## src/rtl/l2_request_arbiter_pkg.sv

```systemverilog
// Shared types for the per-core L2 request path.
// Packet layout, source indices and field widths.
package l2_request_arbiter_pkg;

    localparam int REQ_ICACHE = 0;
    localparam int REQ_DCACHE = 1;
    localparam int REQ_STBUF  = 2;

    localparam int CORE_ID_W = 4;
    localparam int ADDR_W    = 26;
    localparam int DATA_W    = 32;

    typedef logic [CORE_ID_W-1:0] core_id_t;

    typedef enum logic [1:0] {
        UNIT_ICACHE = 2'd0,
        UNIT_DCACHE = 2'd1,
        UNIT_STBUF  = 2'd2
    } unit_id_t;

    typedef enum logic [1:0] {
        L2_LOAD   = 2'd0,
        L2_STORE  = 2'd1,
        L2_IFETCH = 2'd2,
        L2_FLUSH  = 2'd3
    } l2_op_t;

    typedef struct packed {
        logic              valid;
        core_id_t          core;
        unit_id_t          unit;
        l2_op_t            op;
        logic [ADDR_W-1:0] address;
        logic [DATA_W-1:0] data;
    } l2req_packet_t;

endpackage

```

## src/rtl/rr_arbiter.sv

```systemverilog
// Round-robin arbiter with its own priority pointer.
// Ports: clk, reset, request (vector), update_lru (grant taken), grant (one-hot).
module rr_arbiter #(
    parameter int NUM_REQUESTERS = 3
) (
    input  logic                      clk,
    input  logic                      reset,
    input  logic [NUM_REQUESTERS-1:0] request,
    input  logic                      update_lru,
    output logic [NUM_REQUESTERS-1:0] grant
);

    localparam int N  = NUM_REQUESTERS;
    localparam int PW = (N > 1) ? $clog2(N) : 1;

    logic [PW-1:0] ptr;
    logic [PW-1:0] win;
    logic [PW-1:0] ptr_nxt;
    logic [PW:0]   idx;
    logic          found;

    // Scan from the pointer upward, wrapping, first request wins.
    always_comb begin
        grant = '0;
        win   = '0;
        found = 1'b0;
        idx   = '0;
        for (int k = 0; k < N; k++) begin
            idx = {1'b0, ptr} + (PW+1)'(k);
            if (idx >= (PW+1)'(N))
                idx = idx - (PW+1)'(N);
            if (!found && request[idx[PW-1:0]]) begin
                found             = 1'b1;
                win               = idx[PW-1:0];
                grant[idx[PW-1:0]] = 1'b1;
            end
        end
    end

    assign ptr_nxt = (win == PW'(N - 1)) ? '0 : win + PW'(1);

    always_ff @(posedge clk or posedge reset) begin
        if (reset)
            ptr <= '0;
        else if (update_lru)
            ptr <= ptr_nxt;
    end

endmodule

```

## src/rtl/l2_request_arbiter.sv

```systemverilog
// Per-core L2 request arbiter: one registered slot toward L2.
// Ports: req_packet/req_grant (sources), l2req_packet/l2req_ready (L2), pc_event_l2_stall.
module l2_request_arbiter
    import l2_request_arbiter_pkg::*;
#(
    parameter int NUM_REQUESTERS = 3,
    parameter int CORE_ID        = 0
) (
    input  logic                      clk,
    input  logic                      reset,
    input  l2req_packet_t             req_packet [NUM_REQUESTERS],
    output logic [NUM_REQUESTERS-1:0] req_grant,
    input  logic                      l2req_ready,
    output l2req_packet_t             l2req_packet,
    output logic                      pc_event_l2_stall
);

    localparam int N = NUM_REQUESTERS;

    logic          can_load;
    logic          transfer;
    logic [N-1:0]  pending;
    l2req_packet_t win_pkt;
    l2req_packet_t load_pkt;

    assign transfer = l2req_packet.valid && l2req_ready;
    // Slot can take a new packet when empty or draining this cycle.
    assign can_load = !l2req_packet.valid || l2req_ready;

    // Masking here keeps the grant at zero whenever the slot can't load.
    always_comb begin
        pending = '0;
        for (int i = 0; i < N; i++)
            pending[i] = req_packet[i].valid && can_load && !reset;
    end

    rr_arbiter #(
        .NUM_REQUESTERS(N)
    ) u_rr (
        .clk       (clk),
        .reset     (reset),
        .request   (pending),
        .update_lru(|req_grant),
        .grant     (req_grant)
    );

    always_comb begin
        win_pkt = '0;
        for (int i = 0; i < N; i++)
            if (req_grant[i])
                win_pkt = win_pkt | req_packet[i];
    end

    always_comb begin
        load_pkt       = win_pkt;
        load_pkt.core  = core_id_t'(CORE_ID);
        load_pkt.valid = 1'b1;
    end

    always_ff @(posedge clk or posedge reset) begin
        if (reset)
            l2req_packet <= '0;
        else if (|req_grant)
            l2req_packet <= load_pkt;
        else if (transfer)
            l2req_packet.valid <= 1'b0;
    end

    assign pc_event_l2_stall = l2req_packet.valid && !l2req_ready;

    a_grant_onehot: assert property (
        @(posedge clk) disable iff (reset) $onehot0(req_grant));

    a_no_grant_full: assert property (
        @(posedge clk) disable iff (reset) !can_load |-> req_grant == '0);

    a_slot_hold: assert property (
        @(posedge clk) disable iff (reset)
        pc_event_l2_stall |=> $stable(l2req_packet));

    for (genvar g = 0; g < N; g++) begin : g_src_chk
        a_src_hold: assert property (
            @(posedge clk) disable iff (reset)
            req_packet[g].valid && !req_grant[g] |=> $stable(req_packet[g]));
    end

endmodule

```

## config.mk

```make
export PLATFORM = sky130hd
export DESIGN_NAME = l2_request_arbiter
export DESIGN_NICKNAME = d
export VERILOG_FILES = /design/src/rtl/l2_request_arbiter_pkg.sv /design/src/rtl/rr_arbiter.sv /design/src/rtl/l2_request_arbiter.sv
export SDC_FILE = /design/constraint.sdc
export NUM_CORES = 1
export LEC_CHECK = 0
export ABC_AREA = 1
export BUFFER_PORTS_ARGS = -buffer_cell sky130_fd_sc_hd__buf_2
export CAP_MARGIN = 20
export CORE_AREA = 2 2 106 108
export DETAILED_ROUTE_END_ITERATION = 12
export DIE_AREA = 0 0 108 110
export PLACE_DENSITY = 0.77
export SYNTH_ARGS = -nofsm -noshare
export SYNTH_HDL_FRONTEND = slang
export SYNTH_SLANG_ARGS = --single-unit
```

## constraint.sdc

```tcl
create_clock -name clk -period 6.1 [get_ports clk]
set_input_delay 1.22 -clock clk [delete_from_list [all_inputs] [get_ports clk]]
set_output_delay 1.22 -clock clk [all_outputs]
set_load 0.03 [all_outputs]
```

==> results of run 1 <==
==> logic make-up after synthesis <==
group	after synthesis
buffers and inverters	116
adder cells (fa/ha/maj)	4
flip-flops	65
AND/OR/NAND/NOR	492
other	1
==> worst register-to-register path, stage by stage (launching register included) <==
cell and delay [ns]:
dfrtp_1 0.41, inv_1 0.08, ha_1 0.39, inv_1 0.10, nand4_1 0.10, nand2_1 0.06
nand2_2 0.12, inv_2 0.05, nand3_1 0.10, nand3_2 0.63, inv_2 0.76, buf_4 0.61
nand3_2 0.15, nand2_1 0.12
==> cell usage after synthesis (5+ instances only) <==
| library cell | instances |
|---|---|
| nand2_1 | 269 |
| nor2_1 | 131 |
| inv_1 | 76 |
| dfrtp_1 | 65 |
| nand3_1 | 47 |
| nand3_2 | 33 |
| buf_2 | 18 |
| buf_4 | 6 |
| nand4_1 | 6 |
| buf_6 | 5 |
==> cell type report <==
cell class,instances,area (um^2)
Sequential cell,65,1630
Clock inverter,5,81.3
Clock buffer,10,128
Timing Repair Buffer,263,1330
Fill cell,1069,4830
Tap cell,140,175
Inverter,80,300
Multi-Input combinational cell,500,2230
==> worst max-delay path by stage <==
stage,end,depth (start not counted),start
3_3_place_gp,l2req_packet[11],13,reset
3_5_place_dp,l2req_packet[11],13,reset
4_1_cts,req_grant[1],8,reset
6_report,req_grant[1],8,reset
2_1_floorplan,req_grant[0],8,reset
5_1_grt,req_grant[1],8,reset
==> state kept, by name, indices dropped and copies added, names as in the netlist <==
register      count
l2req_packet     63
u_rr.ptr          2
==> metrics by stage <==
stage               instance area (um^2)  worst slack [ns]  power, uW
floorplan                           4400              1.27       3320
global placement                    5660              1.75       3910
detailed placement                  5660              1.71       3990
finish                              5870              1.84       4320
global route                        5870              1.69       4780
CTS                                 5870              1.83       4380
==> per-layer routing <==
layer  wire [um]  global-route usage  up-vias
met4         125              0.0467        2
li1            -                   -     2498
met2        6530               0.418      203
met5          13                   0        -
met1        5470               0.254     2055
met3        1200              0.0664       15
==> where the power goes <==
part	internal (uW)	switching (uW)	leakage [uW]
registers	703	137	0.000775
logic	883	2210	0.00285
clock network	228	164	0.000102
total	1810	2510	0.00373
==> reports/results.tsv, run 1 <==
metric	value	unit
adder-cell share of the synthesized area	0.0114	
RSZ-0062 raised after global routing	no	
Fin Setup TNS	0	ns
htree depth	3	
Compound-Gate Fraction of Synth Area	0	
clk_lat worst skew	0.33	ns
Post-route DRC	0	
Starting Density	0.410	
Die Width	108	um
CP top delay family	simple AND/OR/NAND/NOR gates	
Layout Cells excl Fill	1063	
worst hold slack	0.505	ns
critical-path maximum fanout	37	
Total Die Area	0.0119	mm^2
post-CTS sizing	0	
fmax	0.234	GHz
CTS buffer count	9	
largest area contributor in the netlist	dfrtp_1	
placeable core area	0.0107	mm^2
antenna diode count	0	
synthesis-stage register bit count	65	
vias in the first global route	4517	
r2r setup slk	2.33	ns
CTS Hold Bufs	0	
largest net degree at the start of global routing	64	
initial antenna violation count	1	
GRT Resource Usage Total	0.224	
RR Endpoint	l2req_packet[35]	
MaxCap Viol Count	0	
wire per inst	12.6	um
Die Span Y	110	um
Final Util	0.548	
main combinational cell family by area after synthesis	simple AND/OR/NAND/NOR gates	
Syn Area/Cell	6.47	um^2
DR vias	4773	
Synth Flop Type	dfrtp_1	
commonest non-fill, non-tap cell in the layout	nand2_1	
Hold Crit Class	register to register	
post-synthesis cell count	678	
power density over the cells	737	mW/mm^2
First DRT Iteration DRCs	212	
Slew Limit Fails	0	
Critical-path top delay cell	nand3_2	
first-pass GRT wire length	20900	um
status	finished clean	
Critical Path Max Stage Delay	0.63	ns
xor/xnor share of the synthesized area	0	
CTS tree	built	
Sink Count	65	
Syn. warnings	0	
fin crit period	4.26	ns
HPWL after detailed placement	9810	um
routed wire length	13300	um
placed cell count	1048	
post-CTS setup buffers	0	
CP Launch Type	primary input	
Hold Vio Cnt, Final	0	
layout overhead on the synthesized area	33.7	%
period utilisation layout	0.699	
top post-synthesis cells by area	dfrtp_1 (37%), nand2_1 (23%), nor2_1 (11%), nand3_2 (7.5%), inv_1 (6.5%)	
via/cell ratio	4.49	
IR Drop Worst-Case VDD	430	uV
Hold Path Sink	l2req_packet[29]	
Synth Area in Simple Gates	0.491	
Clock Tree Buf Depth	2	
GP Congestion	0.874	
mux contribution to synthesized area	0	
setup violators final	0	
Worst-Margin Slew	1.11	ns
clk slew on worst S/H paths	0.07	ns
min-delay src	l2req_packet[29]	
critical-path cell list	buf_2 > nor2_1 > nand3_1 > nand3_2 > nand2_4 > nand3_1 > nand3_2 > buf_2	
Leak	0.00373	uW
Setup Skew	0.00922	ns
EDFF count, synth	0	
layout cell share with drive strength beyond 1	0.348	
most frequent cells in the layout	nand2_1 (269), buf_2 (258), nor2_1 (131), inv_1 (75), dfrtp_1 (65)	
register area share after synthesis	0.371	
R2R cell count	13	
Synth top area share	0.371	
TritonRoute pass-1 iters	5	
synthesized cell area	0.00439	mm^2
crit path DAT	3.04	ns
Row Count	38	
crit end category	primary output	
hold path depth	2	
WS Path Type	primary input to primary output	
post-route ant nets	0	
count of buffers from port buffering	258	
# IOs	275	
GR Overflow Total	0	
Yosys cell types	19	
final net count	1127	
slew margin rel.	0.262	
Root Driver	clkbuf_8	
FFs w/ async S/R, synth	1.00	
reg2reg start	u_rr.ptr[0]	
Req. time, crit path	4.88	ns
worst path bufs/invs	2	
No activity file was read; power rests on OpenSTA's default activity.
==> run 2: changes to the inputs <==
--- a/config.mk
+++ b/config.mk
@@ -5,13 +5,13 @@
 export SDC_FILE = /design/constraint.sdc
 export NUM_CORES = 1
 export LEC_CHECK = 0
-export ABC_AREA = 1
+export ABC_AREA = 0
 export BUFFER_PORTS_ARGS = -buffer_cell sky130_fd_sc_hd__buf_2
 export CAP_MARGIN = 20
-export CORE_AREA = 2 2 106 108
+export CORE_ASPECT_RATIO = 0.7
+export CORE_UTILIZATION = 43
 export DETAILED_ROUTE_END_ITERATION = 12
-export DIE_AREA = 0 0 108 110
-export PLACE_DENSITY = 0.77
+export PLACE_DENSITY = 0.82
 export SYNTH_ARGS = -nofsm -noshare
 export SYNTH_HDL_FRONTEND = slang
 export SYNTH_SLANG_ARGS = --single-unit
==> constraint.sdc (replaced) <==
create_clock -name clk -period 4.4 [get_ports clk]
set_input_delay 0.88 -clock clk [delete_from_list [all_inputs] [get_ports clk]]
set_output_delay 0.88 -clock clk [all_outputs]
set_load 0.03 [all_outputs]
==> reports/results.tsv, run 2 <==
metric	value	unit	change
Clock Tree Buf Depth	2		unchanged
Setup Skew	0.00644	ns	was 0.00922 ns
met2 wire length	6120	um	was 6530 um
DR vias	4370		was 4773
vias in the first global route	4124		was 4517
count of buffers from port buffering	258		unchanged
Slew Limit Fails	0		unchanged
worst hold slack	0.547	ns	was 0.505 ns
IR Drop Worst-Case VDD	333	uV	was 430 uV
Int Pwr	2310	uW	was 1810 uW
layout overhead on the synthesized area	37.3	%	was 33.7%
CTS tree	built		unchanged
most flop-heavy register	l2req_packet		unchanged
Tot Pwr	4370	uW	was 4320 uW
Row Count	29		was 38
main combinational cell family by area after synthesis	compound AO/OA/AOI/OAI gates		was simple AND/OR/NAND/NOR gates
fin crit period	3.57	ns	
post-synthesis cell count	431		was 678
post-CTS sizing	0		unchanged
most frequent cell after synthesis	nand2_1		unchanged
sw power	2060	uW	was 2510 uW
xor/xnor share of the synthesized area	0		unchanged
HPWL after detailed placement	8880	um	was 9810 um
status	finished clean		unchanged
FFs w/ async S/R, synth	1.00		unchanged
Critical Path Max Stage Delay	0.42	ns	was 0.63 ns
MaxCap Viol Count	0		unchanged
power density over the cells	757	mW/mm^2	was 737 mW/mm^2
CTS buffer count	9		unchanged
Root Driver	clkbuf_16		was clkbuf_8
sequential power share	0.246		was 0.194
max reg flops	63		unchanged
Total Die Area	0.0102	mm^2	was 0.0119 mm^2
synthesis-stage register bit count	65		unchanged
first-pass GRT wire length	20100	um	was 20900 um
post-CTS setup buffers	0		unchanged
Die Width	120	um	was 108 um
Hold Vio Cnt, Final	0		unchanged
register area share after synthesis	0.387		was 0.371
placeable core area	0.00929	mm^2	was 0.0107 mm^2
First DRT Iteration DRCs	177		was 212
layout cell share with drive strength beyond 1	0.533		was 0.348
final net count	865		was 1127
top post-synthesis cells by area	dfrtp_1 (39%), a31oi_2 (18%), a22oi_1 (11%), nor4_1 (9.4%), nand2_1 (5.9%)		was dfrtp_1 (37%), nand2_1 (23%), nor2_1 (11%), nand3_2 (7.5%), inv_1 (6.5%)
GP Congestion	0.812		was 0.874
wire per inst	15.7	um	was 12.6 um
Die Span Y	84.7	um	was 110 um
crit path DAT	2.69	ns	was 3.04 ns
adder-cell share of the synthesized area	0.0119		was 0.0114
Compound-Gate Fraction of Synth Area	0.328		was 0
Post-DP Area	0.00548	mm^2	was 0.00566 mm^2
CP Launch Type	register		was primary input
Sink Count	65		unchanged
Gate power share	0.593		was 0.715
Worst-Margin Slew	0.834	ns	was 1.11 ns
commonest non-fill, non-tap cell in the layout	buf_2		was nand2_1
Post-route DRC	0		unchanged
via/cell ratio	5.57		was 4.49
CTS Hold Bufs	0		unchanged
most frequent cells in the layout	buf_2 (258), nand2_1 (66), dfrtp_1 (65), nor4_1 (63), a22oi_1 (62)		was nand2_1 (269), buf_2 (258), nor2_1 (131), inv_1 (75), dfrtp_1 (65)
Sw Ratio	0.472		was 0.580
antenna diode count	0		unchanged
Top Metal Used	met4		was met5
routed wl met3	811	um	was 1200 um
GRT Resource Usage Total	0.245		was 0.224
largest net degree at the start of global routing	78		was 64
Synth top area share	0.387		was 0.371
WS Path Type	register to primary output		was primary input to primary output
Yosys cell types	37		was 19
synthesized cell area	0.00421	mm^2	was 0.00439 mm^2
setup violators final	0		unchanged
EDFF count, synth	0		unchanged
Filler cells	784		was 1069
clock share of power	0.160		was 0.091
GR Overflow Total	0		unchanged
htree depth	3		unchanged
crit end category	primary output		unchanged
Commonest cells post-synth	nand2_1 (66), dfrtp_1 (65), nor4_1 (63)		was nand2_1 (269), nor2_1 (131), inv_1 (76)
design area	0.00578	mm^2	was 0.00587 mm^2
critical-path cell list	inv_1 > ha_1 > mux2_4 > a21oi_2 > o21ai_1 > a31oi_4 > buf_4 > buf_2		was buf_2 > nor2_1 > nand3_1 > nand3_2 > nand2_4 > nand3_1 > nand3_2 > buf_2
initial antenna violation count	0		was 1
Syn Area/Cell	9.76	um^2	was 6.47 um^2
critical-path maximum fanout	31		was 37
Starting Density	0.453		was 0.410
Top Registers	l2req_packet x63, u_rr.ptr x2		unchanged
routed wire length	12300	um	was 13300 um
RSZ-0062 raised after global routing	no		unchanged
clk slew on worst S/H paths	0.05	ns	was 0.07 ns
post-route ant nets	0		unchanged
largest area contributor in the netlist	dfrtp_1		unchanged
Synth Area in Simple Gates	0.180		was 0.491
# IOs	275		unchanged
Critical-path top delay cell	ha_1		was nand3_2
Fin Setup TNS	0	ns	unchanged
setup ws final	0.831	ns	was 1.84 ns
Req. time, crit path	3.52	ns	was 4.88 ns
Synth Flop Type	dfrtp_1		unchanged
TritonRoute pass-1 iters	5		unchanged
M1 wire length	5270	um	was 5470 um
mux contribution to synthesized area	0.0134		was 0
DP Worst Slack	1.01	ns	was 1.71 ns
period utilisation layout	0.811		
clk_lat worst skew	0.32	ns	was 0.33 ns
slew margin rel.	0.444		was 0.262
Syn. warnings	0		unchanged
Hold Crit Class	register to register		unchanged
fmax	0.280	GHz	
Leak	0.00251	uW	was 0.00373 uW
-- run 2: cell types whose count changed after synthesis, sizes merged, moves of 5 or more --
cell,delta
nand3,-78
nand2,-207
nand4,-5
nor2,-129
nor4,+63
inv,-71
o21ai,+6
buf,-7
a31oi,+63
a21oi,+7
a22oi,+62
clkbuf,+27
-- run 2: path summary, 6_finish.rpt --
check,to,startpoint,depth (start not counted),slack (ns)
worst max-delay path,req_grant[0],u_rr.ptr[1],8,0.83
worst min-delay path,l2req_packet[66],l2req_packet[66],2,0.55
worst max register to register,l2req_packet[60],u_rr.ptr[0],10,1.12
worst min register to register,l2req_packet[66],l2req_packet[66],2,0.55
max in group asynchronous,l2req_packet[45],reset,3,3.01
min in group asynchronous,l2req_packet[66],reset,3,0.84
-- run 2: routing by layer --
| metal | GRT usage | up-vias |
|---|---|---|
| li1 | - | 2129 |
| met1 | 0.310 | 2039 |
| met2 | 0.414 | 190 |
| met3 | 0.0577 | 12 |
| met4 | 0.0784 | 0 |
| met5 | 0 | - |
-- run 2: per-stage QoR --
step                instances  utilization
floorplan                 434            -
global placement          770        0.590
detailed placement        770        0.590
CTS                       785        0.622
global route              785        0.622
finish                    785        0.622
-- run 2: critical path, delay by kind of cell, from the launching register on --
| family | cells | cell delay (ns) |
|---|---|---|
| multiplexers | 1 | 0.35 |
| buffers and inverters | 3 | 0.70 |
| flip-flops | 1 | 0.39 |
| adder cells (fa/ha/maj) | 1 | 0.42 |
| AO/OA/AOI/OAI | 3 | 0.50 |
-- run 2: power by group through the flow --
stage | logic, uW | clock network (uW) | registers [uW]
global placement | 2550 | 0 | 1070
global route | 2800 | 750 | 1110
detailed placement | 2610 | 0 | 1080
finish | 2600 | 702 | 1080
floorplan | 1420 | 0 | 1680
CTS | 2610 | 723 | 1080
-- run 2: area by class of cell --
class                           count  area (um^2)  area share
Multi-Input combinational cell    304         2280       0.396
Sequential cell                    65         1630       0.282
Timing Repair Buffer              268         1380       0.239
Clock buffer                       12          256      0.0444
Tap cell                          124          155      0.0269
Clock inverter                      3         40.0     0.00693
Inverter                            9         33.8     0.00585
-- run 2: cells by family (layout without fill, tap and decap cells) --
group                    Yosys count  count (layout)
flip-flops                        65              65
multiplexers                       5               5
adder cells (fa/ha/maj)            4               4
AND/OR/NAND/NOR                  147             147
other                              1               4
buffers and inverters             65             292
AO/OA/AOI/OAI                    144             144
